`src/rtl/cnn_layer_accel_fas_vec_add_ctrl.sv`:
```
// FAS vector-add scheduler: sequences source FIFO pops, pipe_enable and add selects.
// Optional stall performance counter built when VEC_ADD_CTRL_PERF_CNT_EN is defined.
//
//   state    | meaning
//   ---------+-----------------------------------------------------------
//   ST_IDLE  | waiting for start
//   ST_FILL  | pre-1x1 flow: pop sources once per pixel, build sum array
//   ST_REUSE | pre-1x1 flow: replay stored sums for remaining 1x1 kernels
//   ST_POST  | post-1x1 flow: pop sources on every kernel pass
//   ST_DONE  | one-cycle completion
module cnn_layer_accel_fas_vec_add_ctrl #(
    parameter int DPTH_WTH = 16,
    parameter int KRNL_WTH = 16,
    parameter int PIX_WTH  = 20
) (
    input  logic                clk_FAS,
    input  logic                rst,
    input  logic                FAS_rdy_n,
    input  logic                start,
    input  logic [2:0]          cfg_mode,
    input  logic [DPTH_WTH-1:0] krnl1x1_dpth_end_cfg,
    input  logic [KRNL_WTH-1:0] num_krnl1x1_cfg,
    input  logic [PIX_WTH-1:0]  num_pix_cfg,
    input  logic                convMap_fifo_empty,
    input  logic                partMap_fifo_empty,
    input  logic                resdMap_fifo_empty,
    input  logic                prevMap_fifo_empty,
    input  logic                conv1x1_dwc_fifo_empty,
    input  logic                sum_rdy,
    output logic                convMap_fifo_rd_en,
    output logic                partMap_fifo_rd_en,
    output logic                resdMap_fifo_rd_en,
    output logic                prevMap_fifo_rd_en,
    output logic                conv1x1_dwc_fifo_rd_en,
    output logic                vector_add_pm,
    output logic                vector_add_rm0,
    output logic                vector_add_rm1,
    output logic                vector_add_rm_conv,
    output logic                vector_add_pv,
    output logic                pipe_enable,
    output logic                busy,
    output logic                process_cmpl,
    output logic                cfg_err,
    output logic [31:0]         stall_cycles
);

    typedef enum logic [2:0] {
        ST_IDLE  = 3'd0,
        ST_FILL  = 3'd1,
        ST_REUSE = 3'd2,
        ST_POST  = 3'd3,
        ST_DONE  = 3'd4
    } state_t;

    localparam logic [2:0] MD_NONE    = 3'd0;
    localparam logic [2:0] MD_PM      = 3'd1;
    localparam logic [2:0] MD_RM0     = 3'd2;
    localparam logic [2:0] MD_PM_RM1  = 3'd3;
    localparam logic [2:0] MD_RM_CONV = 3'd4;
    localparam logic [2:0] MD_PV      = 3'd5;

    state_t              r_state;
    logic [2:0]          r_mode;
    logic [DPTH_WTH-1:0] r_dpth_end;
    logic [KRNL_WTH-1:0] r_num_krnl;
    logic [PIX_WTH-1:0]  r_num_pix;
    logic [DPTH_WTH-1:0] r_dpth;
    logic [KRNL_WTH-1:0] r_krnl;
    logic [PIX_WTH-1:0]  r_pix;
    logic                r_cfg_err;

    logic                w_need_conv;
    logic                w_need_part;
    logic                w_need_resd;
    logic                w_need_prev;
    logic                w_need_dwc;
    logic                w_srcs_rdy;
    logic                w_path_rdy;
    logic                w_pop_state;
    logic                w_fire;
    logic                w_adv;
    logic                w_pass_end;
    logic                w_last_pass;
    logic                w_pix_last;
    logic                w_pre_flow;
    logic                w_start_ok;
    logic [KRNL_WTH-1:0] w_krnl_nxt;
    logic [PIX_WTH-1:0]  w_pix_nxt;

    // Which source FIFOs the latched mode consumes.
    assign w_need_conv = (r_mode == MD_PM) || (r_mode == MD_RM0) || (r_mode == MD_PM_RM1);
    assign w_need_part = (r_mode == MD_PM) || (r_mode == MD_PM_RM1);
    assign w_need_resd = (r_mode == MD_RM0) || (r_mode == MD_PM_RM1) || (r_mode == MD_RM_CONV);
    assign w_need_prev = (r_mode == MD_PV);
    assign w_need_dwc  = (r_mode == MD_RM_CONV) || (r_mode == MD_PV);
    assign w_pre_flow  = (r_mode == MD_PM) || (r_mode == MD_RM0) || (r_mode == MD_PM_RM1);

    assign w_srcs_rdy = !(w_need_conv && convMap_fifo_empty)
                     && !(w_need_part && partMap_fifo_empty)
                     && !(w_need_resd && resdMap_fifo_empty)
                     && !(w_need_prev && prevMap_fifo_empty)
                     && !(w_need_dwc  && conv1x1_dwc_fifo_empty);

    assign w_path_rdy  = sum_rdy && !FAS_rdy_n;
    assign w_pop_state = (r_state == ST_FILL) || (r_state == ST_POST);
    assign w_fire      = w_pop_state && w_srcs_rdy && w_path_rdy;
    assign w_adv       = w_fire || ((r_state == ST_REUSE) && w_path_rdy);

    assign w_krnl_nxt  = r_krnl + 1'b1;
    assign w_pix_nxt   = r_pix + 1'b1;
    assign w_pass_end  = w_adv && (r_dpth == r_dpth_end);
    assign w_pix_last  = (w_pix_nxt == r_num_pix);
    // FILL covers the first kernel pass; REUSE/POST count kernels via r_krnl.
    assign w_last_pass = (r_state == ST_FILL) ? (r_num_krnl == {{(KRNL_WTH-1){1'b0}}, 1'b1})
                                              : (w_krnl_nxt == r_num_krnl);
    assign w_start_ok  = (cfg_mode != MD_NONE) && (cfg_mode <= MD_PV) && (num_pix_cfg != '0);

    assign convMap_fifo_rd_en     = w_fire && w_need_conv;
    assign partMap_fifo_rd_en     = w_fire && w_need_part;
    assign resdMap_fifo_rd_en     = w_fire && w_need_resd;
    assign prevMap_fifo_rd_en     = w_fire && w_need_prev;
    assign conv1x1_dwc_fifo_rd_en = w_fire && w_need_dwc;

    assign vector_add_pm      = (r_state == ST_FILL) && ((r_mode == MD_PM) || (r_mode == MD_PM_RM1));
    assign vector_add_rm0     = (r_state == ST_FILL) && (r_mode == MD_RM0);
    assign vector_add_rm1     = (r_state == ST_FILL) && (r_mode == MD_PM_RM1);
    assign vector_add_rm_conv = (r_state == ST_POST) && (r_mode == MD_RM_CONV);
    assign vector_add_pv      = (r_state == ST_POST) && (r_mode == MD_PV);

    assign pipe_enable  = w_adv;
    assign busy         = (r_state != ST_IDLE);
    assign process_cmpl = (r_state == ST_DONE) && !FAS_rdy_n;
    assign cfg_err      = r_cfg_err;

    always_ff @(posedge clk_FAS) begin
        if (rst) begin
            r_state    <= ST_IDLE;
            r_mode     <= MD_NONE;
            r_dpth_end <= '0;
            r_num_krnl <= '0;
            r_num_pix  <= '0;
            r_dpth     <= '0;
            r_krnl     <= '0;
            r_pix      <= '0;
            r_cfg_err  <= 1'b0;
        end else begin
            r_cfg_err <= 1'b0;
            case (r_state)
                ST_IDLE: begin
                    if (start) begin
                        if (cfg_mode > MD_PV) begin
                            r_cfg_err <= 1'b1;
                        end else if (!w_start_ok) begin
                            r_state <= ST_DONE;
                        end else begin
                            r_mode     <= cfg_mode;
                            r_dpth_end <= krnl1x1_dpth_end_cfg;
                            r_num_krnl <= (num_krnl1x1_cfg == '0) ? {{(KRNL_WTH-1){1'b0}}, 1'b1}
                                                                  : num_krnl1x1_cfg;
                            r_num_pix  <= num_pix_cfg;
                            r_dpth     <= '0;
                            r_krnl     <= '0;
                            r_pix      <= '0;
                            r_state    <= (cfg_mode <= MD_PM_RM1) ? ST_FILL : ST_POST;
                        end
                    end
                end
                ST_DONE: begin
                    r_state <= ST_IDLE;
                end
                default: begin
                    if (FAS_rdy_n) begin
                        r_state <= ST_IDLE;
                        r_dpth  <= '0;
                        r_krnl  <= '0;
                        r_pix   <= '0;
                    end else begin
                        if (w_adv) begin
                            r_dpth <= (r_dpth == r_dpth_end) ? '0 : r_dpth + 1'b1;
                        end
                        if (w_pass_end) begin
                            if (w_last_pass) begin
                                r_pix  <= w_pix_nxt;
                                r_krnl <= '0;
                                if (w_pix_last) begin
                                    r_state <= ST_DONE;
                                end else begin
                                    r_state <= w_pre_flow ? ST_FILL : ST_POST;
                                end
                            end else begin
                                r_krnl <= w_krnl_nxt;
                                if (r_state == ST_FILL) begin
                                    r_state <= ST_REUSE;
                                end
                            end
                        end
                    end
                end
            endcase
        end
    end

`ifdef VEC_ADD_CTRL_PERF_CNT_EN
    logic [31:0] r_stall_cycles;

    // DONE is excluded so the count holds at its final value on completion.
    always_ff @(posedge clk_FAS) begin
        if (rst) begin
            r_stall_cycles <= '0;
        end else if ((r_state == ST_IDLE) && start && (cfg_mode <= MD_PV)) begin
            r_stall_cycles <= '0;
        end else if ((w_pop_state || (r_state == ST_REUSE)) && !w_adv
                     && (r_stall_cycles != 32'hFFFF_FFFF)) begin
            r_stall_cycles <= r_stall_cycles + 32'd1;
        end
    end

    assign stall_cycles = r_stall_cycles;
`else
    assign stall_cycles = '0;
`endif

endmodule

```
`config.mk`:
```
export PLATFORM = sky130hd
export DESIGN_NAME = cnn_layer_accel_fas_vec_add_ctrl
export DESIGN_NICKNAME = d
export VERILOG_FILES = /design/src/rtl/cnn_layer_accel_fas_vec_add_ctrl.sv
export SDC_FILE = /design/constraint.sdc
export NUM_CORES = 1
export LEC_CHECK = 0
export BUFFER_PORTS_ARGS = -buffer_cell sky130_fd_sc_hd__buf_2
export CAP_MARGIN = 20
export CORE_ASPECT_RATIO = 0.8
export CORE_MARGIN = 4
export CORE_UTILIZATION = 50
export DETAILED_ROUTE_END_ITERATION = 10
export PLACE_DENSITY = 0.71
export SYNTH_ARGS = -nofsm -noshare
export SYNTH_HDL_FRONTEND = slang
export SYNTH_SLANG_ARGS = --single-unit
```
`constraint.sdc`:
```
create_clock -name clk_FAS -period 3.48 [get_ports clk_FAS]
set_clock_uncertainty 0.2 [all_clocks]
set_input_delay 0.696 -clock clk_FAS [delete_from_list [all_inputs] [get_ports clk_FAS]]
set_output_delay 0.696 -clock clk_FAS [all_outputs]
set_load 0.03 [all_outputs]
```
## Yosys cells after proc, flatten, opt, wreduce, memory -nomap -nowiden

Index checks and enable logic that the tools add are counted.

| storage, ports and cells | value |
|---|---|
| register bits | 111 |
| output and inout bits | 46 |
| word-level logic and storage cells | 124 |

| cells by class | value |
|---|---|
| $add $sub $neg | 3 |
| order comparisons | 3 |
| equality and inequality tests | 16 |
| mux-type cells | 32 |
| bitwise logic cells | 4 |
| reduce and logical (&&, ||, !) cells | 57 |

Operators with widths:

| operator | number |
|---|---|
| $mux W16 | 10 |
| $mux W20 | 6 |
| $pmux W16 S2 | 2 |
| $pmux W20 S2 | 1 |
| $add A16 B1 Y16 const B | 2 |
| $eq A16 B16 Y1 | 2 |
| $logic_and A1 B1 Y1 | 27 |
| $mux W3 | 8 |
| $add A20 B1 Y20 const B | 1 |
| $eq A20 B20 Y1 | 1 |
| $reduce_bool A20 Y1 | 1 |
| $eq A16 B1 Y1 const B | 1 |
| $logic_not A16 Y1 | 1 |
| $reduce_bool A3 Y1 | 5 |
| $eq A3 B2 Y1 const B | 4 |
| $reduce_and A5 Y1 | 2 |
| $eq A3 B3 Y1 const B | 3 |
| $logic_or A1 B1 Y1 | 8 |
| $reduce_and A4 Y1 | 2 |
| $eq A3 B1 Y1 const B | 2 |
| $logic_not A1 Y1 | 6 |
| $ne A2 B2 Y1 const B | 3 |
| $pmux W3 S2 | 1 |
| $reduce_and A6 Y1 | 1 |
| 10 further kinds | 15 |

## Depth between registers and ports, before layout

| depth | value |
|---|---|
| word-level depth | 16 |
| depth in mapped cells | 14 |
| gate-level depth less buffers | 10 |

## Worst setup path after synthesis

Ideal clock, no wire load.

| timing path | value |
|---|---|
| kind | input to register |
| from | input sum_rdy |
| to | register r_dpth[8] |
| arrival time | 2.917 ns |
| data required time | 3.210 ns |
| slack | 0.292 ns |
| cell stages on the path | 9 |
| buffers on the path | 1 |
| cell sequence | nor4bb_1 -> o221a_2 -> a21o_1 -> a2bb2oi_1 -> nand4_1 -> or2_2 -> clkbuf_1 -> or3_1 -> a21oi_1 |

| between the ends | value |
|---|---|
| cells in the longest elaborated chain, start to end | 5 |
| elaborated cells between the ends (all ways) | 6 |

Ends and longest elaborated chain:

| item | RTL line | text |
|---|---|---|
| from (decl) | 29 | `input logic sum_rdy,` |
| $logic_and A1 B1 Y1 * | 104 | `assign w_path_rdy = sum_rdy && !FAS_rdy_n;` |
| $logic_and A1 B1 Y1 (on tied branches) | 106, 107 |  |
| $logic_or A1 B1 Y1 * | 107 | `assign w_adv = w_fire \|\| ((r_state == ST_REUSE) && w_path_rdy);` |
| named net pipe_enable | 40 | `output logic pipe_enable,` |
| $reduce_bool A3 Y1 (no line) * | - |  |
| $reduce_and A5 Y1 (no line) * | - |  |
| to (signal assigned) | 179 | `r_dpth <= (r_dpth == r_dpth_end) ? '0 : r_dpth + 1'b1;` |
| to (decl) | 67 | `logic [DPTH_WTH-1:0] r_dpth;` |

Mark *: on every way through the listed nets, which the timed path passes. The rest lies on a longest branch.
A chain may end at the register's enable or synchronous reset.

## Worst setup path in the final report

| timing path | value |
|---|---|
| from | register r_krnl[1] |
| to | register r_pix[13] |

| between the ends | value |
|---|---|
| cells in the longest elaborated chain, start to end | 5 |

Ends and longest elaborated chain:

| item | RTL line | text |
|---|---|---|
| from (decl) | 68 | `logic [KRNL_WTH-1:0] r_krnl;` |
| from (signal assigned) | 191 | `r_krnl <= w_krnl_nxt;` |
| $add A16 B1 Y16 | 109 | `assign w_krnl_nxt = r_krnl + 1'b1;` |
| $eq A16 B16 Y1 | 115 | `: (w_krnl_nxt == r_num_krnl);` |
| $mux W1 | 114 | `assign w_last_pass = (r_state == ST_FILL) ? (r_num_krnl == {{(KRNL_WTH-1){1'b0}}, 1'b1})` |
| $reduce_bool A3 Y1 (no line) | - |  |
| $reduce_and A6 Y1 (no line) | - |  |
| to (signal assigned) | 183 | `r_pix <= w_pix_nxt;` |
| to (decl) | 69 | `logic [PIX_WTH-1:0] r_pix;` |

No other way between the ends.

==> summary.md <==
| Metric | Value |
|---|---|
| Status | `completed` |
| Critical path's slowest cell | `nor4bb_4` |
| Top-level I/O count | `111` |
| Final hold vios | `0` |
| Worst EP required | `3.59 ns` |
| Max_cap viols | `0` |
| PD cells | `475.2 nW/µm²` |
| Drt wl/cell | `16.15 µm` |
| Synth Area in Compound Gates | `20.54%` |
| Max-slew headroom | `56.07%` |
| Synthesized flop and latch total | `111` |
| Synth Cell Area | `6992 µm²` |
| DR vias/cell | `5.846` |
| Ant diodes | `0` |
| Worst-skew pair later-pin latency | `0.36 ns` |
| Count leader, synth | `nand2_1` |
| Largest net degree at the start of global routing | `62` |
| Total track usage | `24.59%` |
| Post-synthesis mux area share | `1.038%` |
| Largest family of logic cells by synthesized area | `simple AND/OR/NAND/NOR gates` |
| H-tree level count | `3` |
| CP max stage delay | `0.37 ns` |
| Routed met2 length | `8.108 mm` |
| Die Y | `113.8 µm` |
| Clk buf depth | `2` |
| Peak supply drop | `0.0003198 V` |
| Fmax | `0.3018 GHz` |
| Final cycle utilization of the critical path | `95.20%` |
| Initial Utilization | `51.24%` |
| Hold WC Path Type | `reg -> reg` |
| WL final | `19.57 mm` |
| Chain of cells forming the critical path | `ha_1, nand3_1, buf_4, nor3_1, o221ai_1, nor4_1, nor4bb_4, and4_1, buf_12, nand2_1, o41ai_2, a31o_2` |
| Crit end category | `register` |
| Worst Path Arrival | `3.42 ns` |
| Tmin final | `3.313 ns` |
| Count of final setup violators | `0` |
| Cells after Synth | `940` |
| CTS tree | `done` |
| Synthesis-to-layout area growth | `15.37%` |
| Yosys top cell by area | `dfxtp_1` |
| Xor/xnor share of the synthesized area | `8.465%` |
| Number of flops mapped to enable cells by yosys | `0` |
| Syn_area_per_cell | `7.438 µm²` |
| Drt drc | `0` |
| YS warnings | `0` |
| DRT Pass-1 Iters | `5` |
| Synth top area share | `31.78%` |
| Clk root buf | `clkbuf_16` |
| Ranking of synthesized cells by area | `dfxtp_1 (32%), nand2_1 (9.8%), a21oi_1 (6.1%)` |
| CTS Sinks | `111` |
| Gpl congestion | `1.033` |
| WL met1 | `9.371 mm` |
| Worst-path fanout max | `12` |
| Worst Max-Slew Pin Slew | `0.6589 ns` |
| Leak pwr | `3.078 nW` |
| DPL Wire Length | `14.84 mm` |
| Slew Limit Fails | `0` |
| Core ar. | `13650 µm²` |
| Top FF cell, synth | `dfxtp_1` |
| Total CTS buffers | `9` |
| Post-Synth Adder-Cell Area | `0.5369%` |
| FP Rows | `38` |
| DP Worst Slack | `0.1753 ns` |
| Unrepaired setup endpoints after global routing | `no` |
| Die area | `15950 µm²` |
| Setup CP Type | `reg -> reg` |
| Seq/Total Area, Yosys | `31.78%` |
| Vias in the first global route | `6351` |
| Overall power | `0.003833 W` |
| NumNets Final | `1095` |
| Synth async-reset ratio | `0%` |
| Top post-synthesis cells by count | `nand2_1 (183), dfxtp_1 (111), a21oi_1 (85)` |
| Setup TNS | `0 ns` |
| Routed vias | `7085` |
| Port-buffer cells | `78` |
| Startpoint Class | `register` |
| Total gr overflow | `0` |
| Simple-Gate Fraction of Synth Area | `29.26%` |
| First-pass GRT wire length | `32.21 mm` |
| Layout cells sized above 1 | `17.64%` |
| Metal3 WL | `1.927 mm` |
| Drt initial violations | `708` |
| Antenna-violating nets left | `0` |
| Post-synth cell types | `87` |
| Fill cells | `1268` |
| Clock Pin Slew Worst Setup and Hold Paths | `0.08 ns` |
| Die X | `140.2 µm` |
| Top sig layer | `met4` |
| Initial antenna violation count | `0` |
| Final worst setup slack | `0.1670 ns` |
==> metal layers <==
| layer | vias to the layer above | GRT usage (%) |
|---|---|---|
| li1 | 3452 | - |
| met1 | 3279 | 36.82 |
| met2 | 335 | 35.65 |
| met3 | 19 | 6.622 |
| met4 | 0 | 4.648 |
| met5 | - | 0 |
==> critical path: cells and delay by family (launching register included) <==
family                     cells  cell delay [ns]
and+or+nand+nor                6             1.54
AOI/OAI and AO/OA              3             0.65
buffers and inverters          2             0.35
DFF                            1             0.34
adders and majority gates      1             0.19
==> power by group <==
part | internal [W] | total, W | switching (W)
sequential | 0.00137 | 0.00147 | 0.000108
combinational | 0.000501 | 0.00131 | 0.000804
clock | 0.000510 | 0.00105 | 0.000544
total | 0.00238 | 0.00383 | 0.00146
==> per-stage QoR <==
step / std cells / cell area, µm² / utilization [%] / hold WS, ns
4_1_cts: 1212 / 8039 / 58.91 / 0.2752
5_1_grt: 1212 / 8066 / 59.11 / 0.2884
3_5_place_dp: 1196 / 7742 / 56.74 / 0.2635
2_1_floorplan: 971 / 7108 / - / 0.2451
3_3_place_gp: 1196 / 7742 / 56.74 / 0.2580
6_report: 1212 / 8066 / 59.11 / 0.2715
==> path summary, 6_finish.rpt <==
check / startpoint / to / slack (ns) / depth (start not counted)
worst max-delay path: r_krnl[1] / r_pix[13] / 0.17 / 12
worst min-delay path: r_dpth_end[8] / r_dpth_end[8] / 0.27 / 2
worst max register to register: r_krnl[1] / r_pix[13] / 0.17 / 12
worst min register to register: r_dpth_end[8] / r_dpth_end[8] / 0.27 / 2
==> placed cells by master (no fill, tap or decap), drive strengths merged, types with 18 or more instances in the layout <==
cell,netlist,layout
a21oi,85,85
buf,52,140
conb,1,32
dfxtp,111,111
inv,19,23
nand2,184,184
nand3,28,28
nand4,23,23
nor2,63,63
nor3,20,20
nor4,20,20
o21ai,39,39
xnor2,47,47
xor2,18,18
==> logic make-up after synthesis <==
group | Yosys count
XOR/XNOR | 66
AND/OR/NAND/NOR | 414
adder cells (fa/ha/maj) | 3
flip-flops | 111
AO/OA/AOI/OAI | 223
multiplexers | 7
other | 1
buffers and inverters | 115
==> flip-flops by register name, indices dropped and copies added, names as in the netlist <==
| signal | count |
|---|---|
| r_mode | 3 |
| r_dpth_end | 16 |
| cfg_err | 1 |
| r_num_pix | 20 |
| r_pix | 20 |
| r_state | 3 |
| r_dpth | 16 |
| r_num_krnl | 16 |
| r_krnl | 16 |
==> area by class of cell <==
class	instances	area, µm²	share of cell area (%)
multi-input combinational	745	4340	53.81
sequential	111	2223	27.56
timing repair buffer	140	905.9	11.23
clock buffer	9	225.2	2.792
tap	180	225.2	2.792
inverter	20	75.07	0.9307
clock inverter	7	71.32	0.8841
==> timing repair <==
action	CTS	global route
setup buffers	0	0
hold buffers	0	0
setup endpoints to repair	0	15
gates resized for setup	0	6
No activity file was read; power rests on OpenSTA's default activity.
